===== src/rtl/serial_subtractor_ctrl_pkg.sv =====
// Shared definitions for the bit-serial subtractor controller.
package serial_subtractor_ctrl_pkg;

  typedef enum logic [1:0] {
    IDLE  = 2'd0,
    SHIFT = 2'd1,
    DONE  = 2'd2
  } state_e;

endpackage


===== src/rtl/full_subtractor.sv =====
// One-bit full subtractor: D = X - Y - Bin, B = borrow out.
module full_subtractor (
  input  logic X,
  input  logic Y,
  input  logic Bin,
  output logic D,
  output logic B
);

  logic hs1Diff;
  logic hs1Borrow;
  logic hs2Borrow;

  // Two half-subtractor cells chained, their borrows merged by an OR.
  assign hs1Diff   = X ^ Y;
  assign hs1Borrow = ~X & Y;
  assign D         = hs1Diff ^ Bin;
  assign hs2Borrow = ~hs1Diff & Bin;
  assign B         = hs1Borrow | hs2Borrow;

endmodule


===== src/rtl/serial_subtractor_ctrl.sv =====
// Bit-serial subtractor: one full-subtract step per cycle, LSB first.
module serial_subtractor_ctrl
  import serial_subtractor_ctrl_pkg::*;
#(
  parameter int WIDTH = 8
) (
  input  logic             clk,
  input  logic             rst,
  input  logic             start,
  input  logic [WIDTH-1:0] X,
  input  logic [WIDTH-1:0] Y,
  input  logic             Bin,
  output logic [WIDTH-1:0] D,
  output logic             B,
  output logic             Z,
  output logic             busy,
  output logic             done
);

  localparam int CW = $clog2(WIDTH + 1);

  state_e           state_q, state_d;
  logic [WIDTH-1:0] x_q, x_d;
  logic [WIDTH-1:0] y_q, y_d;
  logic [WIDTH-1:0] res_q, res_d;
  logic [WIDTH-1:0] d_q, d_d;
  logic             borrow_q, borrow_d;
  logic             b_q, b_d;
  logic [CW-1:0]    cnt_q, cnt_d;
  logic             fsDiff;
  logic             fsBorrow;
  logic             lastBit;

  full_subtractor u_fs (
    .X   (x_q[0]),
    .Y   (y_q[0]),
    .Bin (borrow_q),
    .D   (fsDiff),
    .B   (fsBorrow)
  );

  assign lastBit = (cnt_q == CW'(WIDTH - 1));

  always_comb begin
    state_d  = state_q;
    x_d      = x_q;
    y_d      = y_q;
    res_d    = res_q;
    d_d      = d_q;
    borrow_d = borrow_q;
    b_d      = b_q;
    cnt_d    = cnt_q;
    busy     = 1'b0;
    done     = 1'b0;
    case (state_q)
      IDLE: begin
        if (start) begin
          x_d      = X;
          y_d      = Y;
          borrow_d = Bin;
          cnt_d    = '0;
          state_d  = SHIFT;
        end
      end
      SHIFT: begin
        busy     = 1'b1;
        x_d      = x_q >> 1;
        y_d      = y_q >> 1;
        res_d    = {fsDiff, res_q[WIDTH-1:1]};
        borrow_d = fsBorrow;
        cnt_d    = cnt_q + CW'(1);
        // Outputs are only published on the edge that finishes the last bit.
        if (lastBit) begin
          d_d     = {fsDiff, res_q[WIDTH-1:1]};
          b_d     = fsBorrow;
          state_d = DONE;
        end
      end
      DONE: begin
        done = 1'b1;
        if (start) begin
          x_d      = X;
          y_d      = Y;
          borrow_d = Bin;
          cnt_d    = '0;
          state_d  = SHIFT;
        end else begin
          state_d = IDLE;
        end
      end
      default: state_d = IDLE;
    endcase
  end

  always_ff @(posedge clk or posedge rst) begin
    if (rst) begin
      state_q  <= IDLE;
      x_q      <= '0;
      y_q      <= '0;
      res_q    <= '0;
      d_q      <= '0;
      borrow_q <= 1'b0;
      b_q      <= 1'b0;
      cnt_q    <= '0;
    end else begin
      state_q  <= state_d;
      x_q      <= x_d;
      y_q      <= y_d;
      res_q    <= res_d;
      d_q      <= d_d;
      borrow_q <= borrow_d;
      b_q      <= b_d;
      cnt_q    <= cnt_d;
    end
  end

  assign D = d_q;
  assign B = b_q;
  assign Z = (d_q == '0);

endmodule


===== config.mk =====
export PLATFORM = sky130hd
export DESIGN_NAME = serial_subtractor_ctrl
export DESIGN_NICKNAME = d
export VERILOG_FILES = /design/src/rtl/serial_subtractor_ctrl_pkg.sv /design/src/rtl/full_subtractor.sv /design/src/rtl/serial_subtractor_ctrl.sv
export SDC_FILE = /design/constraint.sdc
export NUM_CORES = 1
export LEC_CHECK = 0
export BUFFER_PORTS_ARGS = -buffer_cell sky130_fd_sc_hd__buf_2
export CORE_MARGIN = 8
export CORE_UTILIZATION = 54
export CTS_CLUSTER_SIZE = 25
export DETAILED_ROUTE_END_ITERATION = 12
export GPL_ROUTABILITY_DRIVEN = 0
export PLACE_DENSITY = 0.78
export SLEW_MARGIN = 20
export SYNTH_ARGS = -nofsm -noshare
export SYNTH_HDL_FRONTEND = slang
export SYNTH_HIERARCHICAL = 1
export SYNTH_SLANG_ARGS = --single-unit

===== constraint.sdc =====
create_clock -name clk -period 1.75 [get_ports clk]
set_clock_uncertainty 0.05 [all_clocks]
set_input_delay 0 -clock clk [delete_from_list [all_inputs] [get_ports clk]]
set_output_delay 0 -clock clk [all_outputs]
set_load 0.05 [all_outputs]

* After elaboration in Yosys (flattened, before gate mapping)
Index checks and enable logic that the tools add are counted.
** Operators by class
- Mux-type cells :: 14
- Equal/unequal tests :: 6
- Reduce and logical (&&, ||, !) cells :: 7
- Add/sub/neg operators :: 1
- Bitwise gates (word level) :: 7
** Operators by type and width (number)
- $pmux 8 s2 :: 2
- $mux 8 :: 2
- $logic_not 8->1 :: 1
- $pmux 4 s2 :: 1
- $pmux 2 s3 :: 1
- $reduce_and 2->1 :: 3
- $add 4x1->4 const B :: 1
- $eq 4x3->1 const B :: 1
- $mux 1 :: 4
- $mux 2 :: 2
- $mux 4 :: 1
- $ne 2x2->1 const B :: 2
- $and 1x1->1 :: 2
- $eq 2x1->1 const B :: 1
- $eq 2x2->1 const B :: 1
- $logic_not 2->1 :: 1
- $ne 2x1->1 const B :: 1
- $not 1->1 :: 2
- $pmux 1 s2 :: 1
- $reduce_bool 2->1 :: 1
- $reduce_or 2->1 :: 1
- $xor 1x1->1 :: 2
- $or 1x1->1 :: 1
** Word-level totals
- Flip-flop bits (word level) :: 40
- Word-level logic and storage cells :: 43
- Input port bits :: 20
- Output and inout port bits :: 12

* Longest topological paths before layout
- Depth in word-level cells :: 5
- Depth in mapped cells :: 6
- Depth with buffers taken out :: 5

* Modules after synthesis
The synthesis kept the hierarchy.
** Modules (own cells, without submodules)
- serial_subtractor_ctrl :: area each 1739.2 sq um, sequential area each 975.9 sq um, cells each 154, times used 1
- full_subtractor :: area each 31.3 sq um, sequential area each 0.0 sq um, cells each 4, times used 1

* Least setup slack after synthesis
No wires, ideal clock.
- Path kind :: flip-flop to output port
- Start point :: reg d_q[5], in the netlist D[5]
- End point :: out Z
- Path slack :: -0.093 ns
- Cell stages (with the launch flop) :: 3
- Data required time :: 1.700 ns
- Arrival :: 1.793 ns
- Cell sequence :: dfrtp_1 > or4_1 > nor2_1
** Between the ends
- Longest elaborated chain between the ends :: 1
** Ends and longest elaborated chain
- start, declared :: line serial_subtractor_ctrl.sv:26 : logic [WIDTH-1:0] d_q, d_d;
- start signal, assigned :: line serial_subtractor_ctrl.sv:101 : d_q <= '0;
- start signal, assigned :: line serial_subtractor_ctrl.sv:110 : d_q <= d_d;
- $logic_not 8->1 :: line serial_subtractor_ctrl.sv:119 : assign Z = (d_q == '0);
- end, declared :: line serial_subtractor_ctrl.sv:15 : output logic Z,
No other way between the ends.

* Worst setup path in the final report
Same ends and word-level chain as after synthesis.

==> out/summary.txt <==
GRT busiest layer: met2
drc violations: 0
TritonCTS clock tree: done
worst setup margin: 97.37 ps
area leader, netlist: dfrtp_1
ys flop type: dfrtp_1
synthesized cell area: 1770 um^2
Avg Cell Area, Syn: 11.21 um^2
Root Buffer: clkbuf_4
crit path DAT: 1600 ps
Core ar.: 3078 um^2
GRT overflow: 0
synthesized instance count: 158
Yosys warning count: 6
vias in the first global route: 1382
die area: 5367 um^2
pin count of the biggest net entering global routing: 40
DR WL/cell: 15.05 um
most common cell in the netlist: dfrtp_1
DRT Pass-1 Iters: 4
crit path buf inv count: 1
first-pass GRT wire length: 6527 um
# IOs: 32
met2 GRT Util: 26.42%
register bit total from synthesis: 39
clk buf depth: 2
GR Util met3: 5.170%
post-place setup slack: 23.66 ps
register area: 975.9 um^2
worst-margin pin slew: 471.8 ps
clock-pin slew of the registers on the worst-case setup and hold paths: 120 ps
Slowest-stage cell, CP: or4_1
Fillers: 209
Mapped Nets: 180
Crit Path Category: reg -> out
CP delay by family, top: simple AND/OR/NAND/NOR gates
most common library cells after synthesis: dfrtp_1, nand2_1, mux2i_1, nand3_1, o21ai_0
Final ANT Viol Nets: 0
Crit Path Max Fanout: 3
Final setup viols: 0
vias per cell: 5.339
number of CTS-inserted buffers: 5
EDFF count, synth: 0
nets@finish: 234
Placed Instance Area: 1974 um^2
minimum clock period after layout: 1653 ps
async set or reset register ratio after synthesis: 100.0%
area of the multi-input gates: 718.2 um^2
Fmax: 0.6051 GHz
Leak: 1.151 nW
Post-CTS Setup Inserts: 0
share of layout cells above drive strength 1: 27.23%
Clock Latency Late Sink: 340 ps
synth top area cells: dfrtp_1, mux2i_1, mux2_4
outcome: complete, no violations
Setup TNS: 0 ps
Rel. slew slack: 68.55%
Worst Path Required: 1700 ps
All-Layer GR Usage: 15.70%
post-synth top area share: 55.12%
CP Cell Sequence: or4_1, nor2_2, buf_4
Setup crit end kind: output port
initial antenna violation count: 0
Vias: 1372
DR iter-0 viols: 116
fin crit share: 94.44%
final core utilization: 73.58%
WL final: 3867 um
Sinks on Clock Net: 39
Initial Util: 57.52%
Max-Cap Viols: 0
maximum vdd drop: 0.8564 mV
hold_ws: 156.9 ps
P per Cell Area: 1861 nW/um^2
post-layout instance area: 2265 um^2
number of cell rows: 20
register area share after synthesis: 55.12%
Hold Crit Class: in -> reg
height of the die: 73.26 um
Layout area overhead: 27.92%
htree depth: 2
critical path startpoint category: flip-flop
Cell variety after synth: 26
# diodes: 0
critical path's largest stage delay: 540 ps
RSZ-0062 raised after global routing: false
M1 GR Usage: 18.48%
die width: 73.26 um
HPWL Detailed: 2445 um
Port Buffers: 31
Slew Limit Fails: 0
Final Hold Viols: 0
==> cell families after synthesis <==
family / count (synthesis) / share of synthesized area, %
adder cells (fa/ha/maj): 2 / 1.837
AND/OR/NAND/NOR: 52 / 14.21
AO/OA/AOI/OAI: 22 / 6.502
flip-flops: 39 / 55.12
buffers and inverters: 16 / 4.522
multiplexers: 27 / 17.81
==> stage by stage <==
stage                     power [mW]  std cells
after global routing           4.515        257
after detailed placement       3.571        229
final                          4.214        257
after floorplan                3.097        158
after CTS                      4.234        257
after global placement         3.445        229
==> routing by layer <==
metal  share of wire, %  up-vias
li1                   -      653
met2                 53       41
met3                6.3        6
met1                 40      672
met4                1.3        0
met5                  0        -
==> report_power, final <==
| part | internal [mW] | switching, mW | total, mW |
|---|---|---|---|
| Sequential | 1.32 | 0.277 | 1.59 |
| Combinational | 0.773 | 1.22 | 1.99 |
| Clock | 0.338 | 0.295 | 0.632 |
| Total | 2.43 | 1.79 | 4.21 |
==> placed cells by master (no fill, tap or decap), types with 3 or more instances in the layout <==
master,Yosys,routed
nand2b_1,3,3
mux2_4,9,9
buf_2,4,30
buf_4,0,8
dlygate4sd3_1,0,20
o21ai_0,18,18
dfrtp_1,39,39
clkbuf_4,0,5
inv_1,4,4
mux2i_1,18,18
nand3_1,18,18
nand2_1,23,23
==> sequential cells by signal, indices dropped and copies added (netlist names) <==
signal	cells
borrow_q	1
y_q	8
state_q	2
cnt_q	4
D	8
B	1
res_q	7
x_q	8
==> worst register-to-register path, cell delays in order, from the launching register on <==
cell and delay (ps):
dfrtp_1 400, nand2b_1 170, inv_2 60, and4b_2 450, mux2_4 330
==> final timing paths <==
kind | start | endpoint | slack (ps) | depth (start not counted)
setup / recovery | D[5] | Z | 100 | 3
hold / removal | start | state_q[0] | 160 | 4
setup reg to reg | state_q[1] | D[1] | 180 | 4
hold reg to reg | res_q[1] | res_q[1] | 450 | 2
max in group asynchronous | rst | cnt_q[1] | 1070 | 4
min in group asynchronous | rst | y_q[0] | 240 | 4
==> what timing repair did <==
action	CTS	global route
resized for setup	0	3
hold buffers	20	0
hold endpoints to repair	56	0
endpoints found under the setup margin	0	10
==> cell type report <==
class                           instances  area share (%)
Multi-Input combinational cell        103           31.71
Sequential cell                        39           43.09
Timing Repair Buffer                   58           18.12
Inverter                                5          0.8287
Clock inverter                          2           1.547
Clock buffer                            6           2.265
Tap cell                               44           2.431
No activity file was read; power rests on OpenSTA's default activity.
